$ cat src/rtl/alu_exec_if.sv
// Request/response bundle between a requester and the alu_exec iterative ALU.
interface alu_exec_if #(
   parameter int unsigned WIDTH = 32
) ();
   logic             in_valid;
   logic             in_ready;
   logic [1:0]       ALUop;
   logic [3:0]       Funct;
   logic [WIDTH-1:0] a;
   logic [WIDTH-1:0] b;
   logic             out_valid;
   logic             out_ready;
   logic [WIDTH-1:0] result;
   logic             zero;
   logic             err;

   modport master (output in_valid, ALUop, Funct, a, b, out_ready,
                   input  in_ready, out_valid, result, zero, err);
   modport slave  (input  in_valid, ALUop, Funct, a, b, out_ready,
                   output in_ready, out_valid, result, zero, err);
endinterface

$ cat src/rtl/alu_exec.sv
// Iterative ALU: single-cycle logic/arith ops, bit-serial shifts and a shift-add multiplier,
// with a valid/ready request side and a result held until consumed.
module alu_exec #(
   parameter int unsigned WIDTH = 32,
   parameter int unsigned SHW   = 5
) (
   input logic       clk,
   input logic       rst,
   alu_exec_if.slave bus
);
   localparam int unsigned CNTW = SHW + 1;

   typedef enum logic [1:0] {IDLE, SHIFT, MUL, DONE} state_e;
   typedef enum logic [3:0] {
      OP_ADD, OP_SUB, OP_AND, OP_OR, OP_XOR, OP_SLL, OP_SRL, OP_SRA, OP_MUL, OP_ILL
   } op_e;

   state_e           state_q, state_d;
   op_e              kind_q, kind_d;
   logic [WIDTH-1:0] work_q, work_d;
   logic [WIDTH-1:0] mcand_q, mcand_d;
   logic [WIDTH-1:0] mplier_q, mplier_d;
   logic [WIDTH-1:0] result_q, result_d;
   logic [CNTW-1:0]  cnt_q, cnt_d;
   logic             zero_q, zero_d;
   logic             err_q, err_d;

   op_e              dec_op;
   logic [WIDTH-1:0] alu_res;
   logic [WIDTH-1:0] shift_nxt;
   logic [WIDTH-1:0] acc_nxt;
   logic [SHW-1:0]   shamt;

   assign shamt = bus.b[SHW-1:0];

   // Operation decode from ALUop/Funct
   always_comb begin
      dec_op = OP_ILL;
      case (bus.ALUop)
         2'b00: dec_op = OP_ADD;
         2'b01: dec_op = OP_SUB;
         2'b10: begin
            case (bus.Funct)
               4'b0000: dec_op = OP_ADD;
               4'b1000: dec_op = OP_SUB;
               4'b0111: dec_op = OP_AND;
               4'b0110: dec_op = OP_OR;
               4'b0100: dec_op = OP_XOR;
               4'b0001: dec_op = OP_SLL;
               4'b0101: dec_op = OP_SRL;
               4'b1101: dec_op = OP_SRA;
               4'b1111: dec_op = OP_MUL;
               default: dec_op = OP_ILL;
            endcase
         end
         default: begin
            case (bus.Funct[2:0])
               3'b000:  dec_op = OP_ADD;
               3'b111:  dec_op = OP_AND;
               3'b110:  dec_op = OP_OR;
               3'b100:  dec_op = OP_XOR;
               3'b001:  dec_op = OP_SLL;
               3'b101:  dec_op = bus.Funct[3] ? OP_SRA : OP_SRL;
               default: dec_op = OP_ILL;
            endcase
         end
      endcase
   end

   // Single-cycle results; illegal ops yield zero
   always_comb begin
      alu_res = '0;
      case (dec_op)
         OP_ADD:  alu_res = bus.a + bus.b;
         OP_SUB:  alu_res = bus.a - bus.b;
         OP_AND:  alu_res = bus.a & bus.b;
         OP_OR:   alu_res = bus.a | bus.b;
         OP_XOR:  alu_res = bus.a ^ bus.b;
         default: alu_res = '0;
      endcase
   end

   always_comb begin
      shift_nxt = {work_q[WIDTH-1], work_q[WIDTH-1:1]};
      if (kind_q == OP_SLL) begin
         shift_nxt = {work_q[WIDTH-2:0], 1'b0};
      end else if (kind_q == OP_SRL) begin
         shift_nxt = {1'b0, work_q[WIDTH-1:1]};
      end
      acc_nxt = work_q + (mplier_q[0] ? mcand_q : '0);
   end

   // Next-state and datapath control
   always_comb begin
      state_d  = state_q;
      kind_d   = kind_q;
      work_d   = work_q;
      mcand_d  = mcand_q;
      mplier_d = mplier_q;
      cnt_d    = cnt_q;
      result_d = result_q;
      zero_d   = zero_q;
      err_d    = err_q;
      case (state_q)
         IDLE: begin
            if (bus.in_valid) begin
               kind_d = dec_op;
               err_d  = (dec_op == OP_ILL);
               case (dec_op)
                  OP_SLL, OP_SRL, OP_SRA: begin
                     if (shamt == '0) begin
                        result_d = bus.a;
                        zero_d   = (bus.a == '0);
                        state_d  = DONE;
                     end else begin
                        work_d  = bus.a;
                        cnt_d   = CNTW'(shamt);
                        state_d = SHIFT;
                     end
                  end
                  OP_MUL: begin
                     work_d   = '0;
                     mcand_d  = bus.a;
                     mplier_d = bus.b;
                     cnt_d    = CNTW'(WIDTH);
                     state_d  = MUL;
                  end
                  default: begin
                     result_d = alu_res;
                     zero_d   = (alu_res == '0);
                     state_d  = DONE;
                  end
               endcase
            end
         end
         SHIFT: begin
            work_d = shift_nxt;
            cnt_d  = cnt_q - CNTW'(1);
            if (cnt_q == CNTW'(1)) begin
               result_d = shift_nxt;
               zero_d   = (shift_nxt == '0);
               state_d  = DONE;
            end
         end
         MUL: begin
            work_d   = acc_nxt;
            mcand_d  = {mcand_q[WIDTH-2:0], 1'b0};
            mplier_d = {1'b0, mplier_q[WIDTH-1:1]};
            cnt_d    = cnt_q - CNTW'(1);
            if (cnt_q == CNTW'(1)) begin
               result_d = acc_nxt;
               zero_d   = (acc_nxt == '0);
               state_d  = DONE;
            end
         end
         DONE: begin
            if (bus.out_ready) begin
               state_d = IDLE;
            end
         end
         default: state_d = IDLE;
      endcase
   end

   always_ff @(posedge clk) begin
      if (!rst) begin
         state_q  <= IDLE;
         kind_q   <= OP_ADD;
         work_q   <= '0;
         mcand_q  <= '0;
         mplier_q <= '0;
         cnt_q    <= '0;
         result_q <= '0;
         zero_q   <= 1'b0;
         err_q    <= 1'b0;
      end else begin
         state_q  <= state_d;
         kind_q   <= kind_d;
         work_q   <= work_d;
         mcand_q  <= mcand_d;
         mplier_q <= mplier_d;
         cnt_q    <= cnt_d;
         result_q <= result_d;
         zero_q   <= zero_d;
         err_q    <= err_d;
      end
   end

   assign bus.in_ready  = (state_q == IDLE) && rst;
   assign bus.out_valid = (state_q == DONE);
   assign bus.result    = result_q;
   assign bus.zero      = zero_q;
   assign bus.err       = err_q;
endmodule

$ cat src/flat_wrapper.sv
// flat-port wrapper written by rule: the top's interface ports become plain ports
module alu_exec_flat 
#(
   parameter int unsigned WIDTH = 32,
   parameter int unsigned SHW   = 5
)
  (clk, rst, bus_in_valid, bus_ALUop, bus_Funct, bus_a, bus_b, bus_out_ready, bus_in_ready, bus_out_valid, bus_result, bus_zero, bus_err);
  alu_exec_if #(.WIDTH(WIDTH)) bus_i ();
  input logic clk;
  input logic rst;
  input wire logic [$bits(bus_i.in_valid)-1:0] bus_in_valid;
  input wire logic [$bits(bus_i.ALUop)-1:0] bus_ALUop;
  input wire logic [$bits(bus_i.Funct)-1:0] bus_Funct;
  input wire logic [$bits(bus_i.a)-1:0] bus_a;
  input wire logic [$bits(bus_i.b)-1:0] bus_b;
  input wire logic [$bits(bus_i.out_ready)-1:0] bus_out_ready;
  output wire logic [$bits(bus_i.in_ready)-1:0] bus_in_ready;
  output wire logic [$bits(bus_i.out_valid)-1:0] bus_out_valid;
  output wire logic [$bits(bus_i.result)-1:0] bus_result;
  output wire logic [$bits(bus_i.zero)-1:0] bus_zero;
  output wire logic [$bits(bus_i.err)-1:0] bus_err;
  assign bus_i.in_valid = bus_in_valid;
  assign bus_i.ALUop = bus_ALUop;
  assign bus_i.Funct = bus_Funct;
  assign bus_i.a = bus_a;
  assign bus_i.b = bus_b;
  assign bus_i.out_ready = bus_out_ready;
  assign bus_in_ready = bus_i.in_ready;
  assign bus_out_valid = bus_i.out_valid;
  assign bus_result = bus_i.result;
  assign bus_zero = bus_i.zero;
  assign bus_err = bus_i.err;
  alu_exec #(.WIDTH(WIDTH), .SHW(SHW)) u_core (.clk(clk), .rst(rst), .bus(bus_i));
endmodule
$ cat config.mk
export PLATFORM = sky130hd
export DESIGN_NAME = alu_exec_flat
export DESIGN_NICKNAME = d
export VERILOG_FILES = /design/src/rtl/alu_exec_if.sv /design/src/rtl/alu_exec.sv /design/src/flat_wrapper.sv
export SDC_FILE = /design/constraint.sdc
export NUM_CORES = 1
export LEC_CHECK = 0
export CORE_ASPECT_RATIO = 1.4
export CORE_MARGIN = 8
export CORE_UTILIZATION = 40
export DETAILED_ROUTE_END_ITERATION = 6
export SKIP_LAST_GASP = 1
export SYNTH_ARGS = -nofsm -noshare
export SYNTH_HDL_FRONTEND = slang
export SYNTH_SLANG_ARGS = --single-unit
$ cat constraint.sdc
create_clock -name clk -period 5.43 [get_ports clk]
set_clock_uncertainty 0.1 [all_clocks]
set_input_delay 1.086 -clock clk [delete_from_list [all_inputs] [get_ports clk]]
set_output_delay 1.086 -clock clk [all_outputs]
set_load 0.01 [all_outputs]
==> results of run 1 <==
flip-flops by register name (all words and copies together), names as in the netlist:
signal	flops
u_core.mcand_q	32
u_core.work_q	32
u_core.bus.result	32
u_core.state_q	2
u_core.bus.err	1
u_core.cnt_q	6
u_core.bus.zero	1
u_core.mplier_q	32
u_core.kind_q	4
metrics by stage:
step | total power [W] | setup slack (ps)
floorplan | 0.004385 | 16.33
global route | 0.008076 | -67.41
CTS | 0.007503 | 10.39
finish | 0.007597 | 128.0
global placement | 0.006076 | -696.4
detailed placement | 0.006110 | -749.2
routing by layer:
layer / up-vias / share of wire, % / global-route usage [%]
li1: 7190 / - / -
met1: 7228 / 44 / 33.49
met2: 500 / 48 / 43.90
met4: 0 / 3.7 / 10.49
met3: 82 / 4.8 / 2.534
met5: - / 0 / 0
cells by family (layout without fill, tap and decap cells):
kind of cell	after synthesis	in the layout	share of synthesized area, %
multiplexers	58	58	4.198
AO/OA/AOI/OAI	642	642	33.00
adder cells (fa/ha/maj)	138	138	12.49
buffers and inverters	221	473	6.011
AND/OR/NAND/NOR	537	537	18.90
XOR/XNOR	80	80	5.024
flip-flops	142	142	20.38
cell type report:
class	count	area, um^2
inverters	99	371.6
repair buffers	342	2858
multi-input cells	1455	10610
fillers	3464	16760
clock inverters	13	197.7
clock buffers	19	442.9
well taps	456	570.5
flip-flops and latches	142	2843
cell usage in the layout, fill, tap and decap left out, types with 19 or more instances in the layout:
cell / instances
a211oi_1: 39
a21boi_0: 20
a21o_1: 22
a21oi_1: 122
and2_1: 40
buf_4: 232
clkdlybuf4s50_1: 94
dfxtp_1: 142
ha_1: 132
inv_1: 96
mux2i_1: 54
nand2_1: 197
nand3_1: 22
nor2_1: 99
nor2b_1: 34
nor3_1: 19
o211a_1: 82
o211ai_1: 95
o21a_1: 22
o21ai_0: 84
xnor2_1: 56
xor2_1: 24
worst max-delay path, cell delays in order:
cell and delay (ps):
dlygate4sd2_1 290, nand2b_1 160, a32oi_1 200, mux2i_1 130, nand2b_4 180, buf_4 180, nor2_1 90, a21oi_1 50
ha_1 350, a21oi_2 170, buf_4 130, nand2b_1 70, o211a_1 210, or3_1 320, a31o_2 290, nor4_4 280
buf_4 160, nand4_1 90, or4_4 580, nor4_4 270, nand2_1 90, a32oi_1 200
power groups by stage:
| stage | sequential, W | clock [W] | combinational (W) |
|---|---|---|---|
| after floorplan | 0.00167 | 0 | 0.00272 |
| after global placement | 0.00173 | 0 | 0.00435 |
| after detailed placement | 0.00174 | 0 | 0.00437 |
| after CTS | 0.00172 | 0.00137 | 0.00442 |
| after global routing | 0.00177 | 0.00141 | 0.00490 |
| final | 0.00173 | 0.00135 | 0.00452 |
path summary, 6_finish.rpt:
kind | end | slack [ps] | start | depth (start not counted)
max | u_core.bus.zero$_SDFFE_PN0P_ | 130 | bus_Funct[1] | 22
min | u_core.bus.result[2]$_SDFFE_PN0P_ | 370 | u_core.bus.result[2]$_SDFFE_PN0P_ | 2
max reg2reg | u_core.bus.zero$_SDFFE_PN0P_ | 670 | u_core.mplier_q[0]$_SDFFE_PN0P_ | 13
min reg2reg | u_core.bus.result[2]$_SDFFE_PN0P_ | 370 | u_core.bus.result[2]$_SDFFE_PN0P_ | 2
timing repair:
action                                  4_1_cts  5_1_grt
gates resized for setup                      27       47
gates cloned                                  0        0
pin swaps                                    22       21
endpoints found under the setup margin       10       12
setup buffers                                 6        4
==> summary.md, run 1 <==
| Metric | Value |
|---|---|
| Status | complete, no violations |
| Initial core utilization | 40.24% |
| Die area | about 0.041 mm^2 |
| I/O pin total | 110 |
| Final Non-Filler Cells | around 2500 |
| EDFF count, synth | 0 |
| Sw Ratio | between 40% and 50% |
| Clock Latency Late Sink | 460 ps |
| Area post-placement | about 0.017 mm^2 |
| Final period util | between 90 and 100% |
| Worst hold path type | register to register |
| Worst setup EP type | register |
| DR iter-0 viols | around 1200 |
| Cell Area, Synth | ~0.014 mm^2 |
| Worst-margin pin slew | between 1000 and 1500 ps |
| Final count of hold timing violations | 0 |
| Placeable Area | approximately 0.035 mm^2 |
| Fmax | approximately 190 MHz |
| Antenna Nets Post-Route | 0 |
| Placed cell count | roughly 2500 |
| Layout cells sized above 1 | 16.91% |
| Final Max Slew Viols | 0 |
| CP Data Required Time | about 5700 ps |
| Yosys top cell by area | dfxtp_1 |
| Syn-to-layout area delta | 28.32% |
| Drt drc | 0 |
| # hold bufs at CTS | 0 |
| Chip Width | around 170 um |
| Clock network fraction of design power | approximately 18% |
| GPL Wtd Cong | ~0.96 |
| Combinational fraction of design power | a little under 60% |
| Vias per cell | a little under 6 |
| Synth Warn # | 0 |
| Worst Setup Start Kind | input port |
| Top post-synthesis cells by count | nand2_1, dfxtp_1, ha_1 |
| Largest net degree at the start of global routing | around 130 |
| First-pass GRT wire length | approximately 85 mm |
| CTS Buf Count | 17 |
| Post-synthesis sequential area ratio | 20.38% |
| Clk pin slew, worst setup/hold paths | about 60 ps |
| Clock tree buffer depth | 2 |
| Syn Area/Cell | ~7.7 um^2 |
| # H-tree levels | 4 |
| Worst VDD drop | roughly 0.38 mV |
| Row count | between 80 and 90 |
| Synth Instances | approximately 1800 |
| Synth top area share | approximately 20% |
| Drt total wl | roughly 55 mm |
| Final worst path period need | 5302 ps |
| Kind of critical path | input port to register |
| Critical path arrival | between 5000 and 6000 ps |
| Ys async rst share | 0% |
| IO buf count | 109 |
| Post-DP HPWL | approximately 43 mm |
| Synth top area cells | dfxtp_1, ha_1, o211a_1 |
| Final nets | 2269 |
| Flops & latches, synth | 142 |
| Setup violation total in the final timing report | 0 |
| Die Ht | roughly 240 um |
| Max-slew headroom | roughly 31% |
| DR WL/cell | between 20 and 25 um |
| Leak | ~8.5 nW |
| P_sw | 0.003610 W |
| Antenna diodes | 0 |
| Post-Route Utilization | 51.64% |
| TritonCTS clock tree | built |
| RSZ-0062 raised after global routing | true |
| Hold WS | about 370 ps |
| Most common cell in the synthesized netlist | nand2_1 |
| Vias in the first global route | roughly 15000 |
| Num Clock Sinks | ~140 |
| Grt ovf | 0 |
| Final Instance Area | roughly 0.018 mm^2 |
| Maxcap violations | 0 |
| P_int | roughly 0.0040 W |
| CP Max Fanout | 9 |
| Most used DFF post-synth | dfxtp_1 |
| Synth Net Count | just over 2000 |
| PwrDens | 424.5 mW/mm^2 |
| Seq pwr share | a little under a quarter |
| Routed via count | 15000 |
| Clock Tree Root | clkbuf_16 |
| Drt pass-1 iters | 6 |
| GRT Total Usage | 26.03% |
| Initial antenna violation count | 0 |
| Setup TNS | 0 ps |
| Post-synthesis cell type count | roughly 80 |
Note: power is estimated with default switching activity, not from simulation.
==> run 2, diff against run 1 <==
--- a/config.mk
+++ b/config.mk
@@ -5,10 +5,12 @@
 export SDC_FILE = /design/constraint.sdc
 export NUM_CORES = 1
 export LEC_CHECK = 0
+export ABC_AREA = 1
 export CORE_ASPECT_RATIO = 1.4
 export CORE_MARGIN = 8
 export CORE_UTILIZATION = 40
 export DETAILED_ROUTE_END_ITERATION = 6
+export RECOVER_POWER = 100
 export SKIP_LAST_GASP = 1
 export SYNTH_ARGS = -nofsm -noshare
 export SYNTH_HDL_FRONTEND = slang
==> run 2 against run 1 <==
The run now ends with max-capacitance violations, max-slew violations left. Non-clock buffer count decreased by 160. Design area decreased by 7.1%. First-iteration DRC count increased by 12%. Area after synthesis increased by 2.3%. Routed wire length decreased by 0.54%. Setup slack improved by 240 ps. Combinational power decreased by 13%. Clock power decreased by 9%. Critical endpoint unchanged. Highest routed layer unchanged.
==> summary.md, run 2 <==
| Metric | Value |
|---|---|
| Status | complete, but fails checks (was complete, no violations) |
| Failing checks | max-capacitance violations, max-slew violations |
| Yosys top cell by area | dfxtp_1 (unchanged) |
| Die Ht | 239.5 um (was 236.9 um) |
| Overall Power | 0.006933 W (was 0.007597 W) |
| Synth Net Count | 2608 (was 2030) |
| Initial core utilization | 40.19% (was 40.24%) |
| Syn-to-layout area delta | 16.56% (was 28.32%) |
| Final worst path period need | 5064 ps (was 5302 ps) |
| Chip Width | 175.6 um (was 173.8 um) |
| TritonCTS clock tree | built (unchanged) |
| Drt drc | 0 (unchanged) |
| Routed via count | 16122 (was 15000) |
| IO buf count | 109 (unchanged) |
| GRT Total Usage | 25.71% (was 26.03%) |
| Post-synthesis sequential area ratio | 19.92% (was 20.38%) |
| I/O pin total | 110 (unchanged) |
| PwrDens | 416.8 mW/mm^2 (was 424.5 mW/mm^2) |
| DR iter-0 viols | 1343 (was 1202) |
| Ys async rst share | 0% (unchanged) |
| Flops & latches, synth | 142 (unchanged) |
| Final Max Slew Viols | 193 (was 0) |
| Largest net degree at the start of global routing | 127 (unchanged) |
| Drt pass-1 iters | 7 (was 6) |
| Post-synthesis cell type count | 46 (was 79) |
| Most common cell in the synthesized netlist | nand2_1 (unchanged) |
| First-pass GRT wire length | 85.68 mm (was 84.97 mm) |
| Max-slew headroom | -52.59% (was 31.13%) |
| Synth top area cells | dfxtp_1, nand2_1, ha_1 (was dfxtp_1, ha_1, o211a_1) |
| Post-DP HPWL | 43.79 mm (was 42.58 mm) |
| Top post-synthesis cells by count | nand2_1, inv_1, o21ai_0 (was nand2_1, dfxtp_1, ha_1) |
| Setup violation total in the final timing report | 0 (unchanged) |
| R2R Path End | u_core.mcand_q[0]$_SDFFE_PN0P_ (was u_core.bus.zero$_SDFFE_PN0P_) |
| Kind of critical path | input port to register (unchanged) |
| Vias per cell | 5.425 (was 5.938) |
| # H-tree levels | 4 (unchanged) |
| GPL Wtd Cong | 1.001 (was 0.9624) |
| Cell with the most instances on the worst path | nand2_1 (was buf_4) |
| CP top delay family | simple AND/OR/NAND/NOR gates (unchanged) |
| Num Clock Sinks | 142 (unchanged) |
| Clock Latency Late Sink | 450 ps (was 460 ps) |
| Initial antenna violation count | 0 (unchanged) |
| Critical path arrival | 5340 ps (was 5580 ps) |
| Crit path buf inv count | 4 (unchanged) |
| Final nets | 2709 (was 2269) |
| CP Data Required Time | 5710 ps (was 5700 ps) |
| Synth Instances | 2396 (was 1818) |
| Layout cells sized above 1 | 5.259% (was 16.91%) |
| Final period util | 93.26% (was 97.64%) |
| Placeable Area | 0.03550 mm^2 (was 0.03466 mm^2) |
| Worst VDD drop | 0.2687 mV (was 0.3817 mV) |
| Internal reg-to-reg setup slack | 970 ps (was 670 ps) |
| RSZ-0062 raised after global routing | false (was true) |
| Most frequent cells in the layout | nand2_1, inv_1, o21ai_0 (was buf_4, nand2_1, dfxtp_1) |
| Synth Warn # | 0 (unchanged) |
| Drt total wl | 54.62 mm (was 54.92 mm) |
| Synth top area share | 19.92% (was 20.38%) |
| Most common cell after layout, fill and taps aside | nand2_1 (was buf_4) |
| CP Max Fanout | 4 (was 9) |
| Worst Setup Start Kind | input port (unchanged) |
| Cell Area, Synth | 0.01427 mm^2 (was 0.01395 mm^2) |
| EDFF count, synth | 0 (unchanged) |
| Fmax | 197.5 MHz (was 188.6 MHz) |
| Grt ovf | 0 (unchanged) |
| Reg2reg start | u_core.state_q[0]$_SDFFE_PN0P_ (was u_core.mplier_q[0]$_SDFFE_PN0P_) |
| Most used DFF post-synth | dfxtp_1 (unchanged) |
| FF-to-FF path depth | 10 (was 13) |
| WHS Endpoint | u_core.mplier_q[24]$_SDFFE_PN0P_ (was u_core.bus.result[2]$_SDFFE_PN0P_) |
| Critical path's largest stage delay | 470 ps (was 580 ps) |
| Hold Startpoint | u_core.mplier_q[25]$_SDFFE_PN0P_ (was u_core.bus.result[2]$_SDFFE_PN0P_) |
| # hold bufs at CTS | 0 (unchanged) |
| Maxcap violations | 3 (was 0) |
| CTS Buf Count | 17 (unchanged) |
| Vias in the first global route | 15559 (was 14519) |
| Hold WS | 373.5 ps (was 370.3 ps) |
| Row count | 82 (was 81) |
| Worst-margin pin slew | 2289 ps (was 1033 ps) |
| Hold Crit Depth | 2 (unchanged) |
| Clock Tree Root | clkbuf_16 (unchanged) |
| Die area | 0.04206 mm^2 (was 0.04118 mm^2) |
| Syn Area/Cell | 5.955 um^2 (was 7.672 um^2) |
| Leak | 8.312 nW (was 8.465 nW) |
| Post-Route Utilization | 46.85% (was 51.64%) |
| Clk pin slew, worst setup/hold paths | 70 ps (was 60 ps) |
| Postcts setup bufs | 0 (was 6) |
| Fillcell total | 3923 (was 3464) |
| Antenna Nets Post-Route | 0 (unchanged) |
| Worst hold path type | register to register (unchanged) |
| CP max stage cell | clkdlybuf4s50_1 (was or4_4) |
| Final count of hold timing violations | 0 (unchanged) |
| DR WL/cell | 18.38 um (was 21.74 um) |
| Antenna diodes | 0 (unchanged) |
| Worst setup EP type | register (unchanged) |
| Clock tree buffer depth | 2 (unchanged) |
-- run 2: cell count changes in the layout (fill, tap and decap cells not counted), moves of 40 or more --
cell	change
a21oi_1	+52
buf_4	-165
nand2_1	+466
and2_1	-40
o21ai_0	+178
inv_1	+204
o211a_1	-80
xnor2_1	-47
nor2_1	+93
nand3_1	+74
o211ai_1	-82
mux2i_1	-54
-- run 2: worst register-to-register path, stage by stage, from the launching register on --
cell and delay (ps):
dfxtp_1 340, inv_1 120, ha_1 160, buf_4 310, clkinv_2 610, o21ai_0 370
o21ai_1 300, clkinv_2 90, buf_2 1450, nand3_1 280, a21oi_1 220
-- run 2: repair_timing --
action | 4_1_cts | 5_1_grt
endpoints found under the setup margin | 0 | 3
gates resized for setup | 0 | 4
hold endpoints to repair | 0 | 0
-- run 2: worst max path at each step --
| stage | from | end | slack (ps) | depth (start not counted) |
|---|---|---|---|---|
| after floorplan | bus_b[1] | u_core.bus.zero$_SDFFE_PN0P_ | 1010 | 27 |
| after global placement | bus_b[0] | u_core.bus.zero$_SDFFE_PN0P_ | -240 | 28 |
| after detailed placement | bus_b[0] | u_core.bus.zero$_SDFFE_PN0P_ | -280 | 28 |
| after CTS | bus_b[0] | u_core.bus.zero$_SDFFE_PN0P_ | 180 | 28 |
| after global routing | bus_Funct[1] | u_core.mcand_q[6]$_SDFFE_PN0P_ | 6 | 16 |
| final | bus_b[7] | u_core.bus.zero$_SDFFE_PN0P_ | 370 | 29 |
-- run 2: area by class of cell --
class | count | area (um^2) | share of cell area (%)
Multi-Input combinational cell | 1842 | 9806 | 58.96
Sequential cell | 142 | 2843 | 17.09
Timing Repair Buffer | 182 | 1645 | 9.893
Inverter | 312 | 1174 | 7.057
Tap cell | 462 | 578.1 | 3.476
Clock buffer | 19 | 432.9 | 2.603
Clock inverter | 13 | 152.6 | 0.9178
-- run 2: per-stage QoR --
step	instances	setup TNS, ps	setup slack, ps	instance area (um^2)
2_1_floorplan	2396	0	1014	14270
5_1_grt	2972	0	5.696	16630
3_3_place_gp	2940	-399.4	-241.1	16080
6_report	2972	0	365.8	16630
4_1_cts	2972	0	182.8	16670
3_5_place_dp	2940	-520.7	-278.2	16080
-- run 2: routing by layer --
metal / share of wire (%) / track usage (%) / up-vias
li1: - / - / 8128
met1: 44 / 33.10 / 7359
met2: 48 / 43.69 / 551
met3: 4.9 / 2.618 / 84
met4: 3.3 / 9.475 / 0
met5: 0 / 0 / -
-- run 2: report_power, final --
part	internal, W	switching (W)	total (W)
clock	0.000687	0.000540	0.00123
combinational	0.00134	0.00261	0.00395
sequential	0.00145	0.000305	0.00175
-- run 2: cell families (layout without fill, tap and decap cells) --
kind of cell / count (synthesis) / in the layout / share of synthesized area, %
buf+inv: 412 / 526 / 11.26
xor+xnor: 47 / 47 / 2.885
fa+ha+maj: 138 / 138 / 12.21
compound gates: 602 / 602 / 23.24
simple gates: 1055 / 1055 / 30.49
flops: 142 / 142 / 19.92
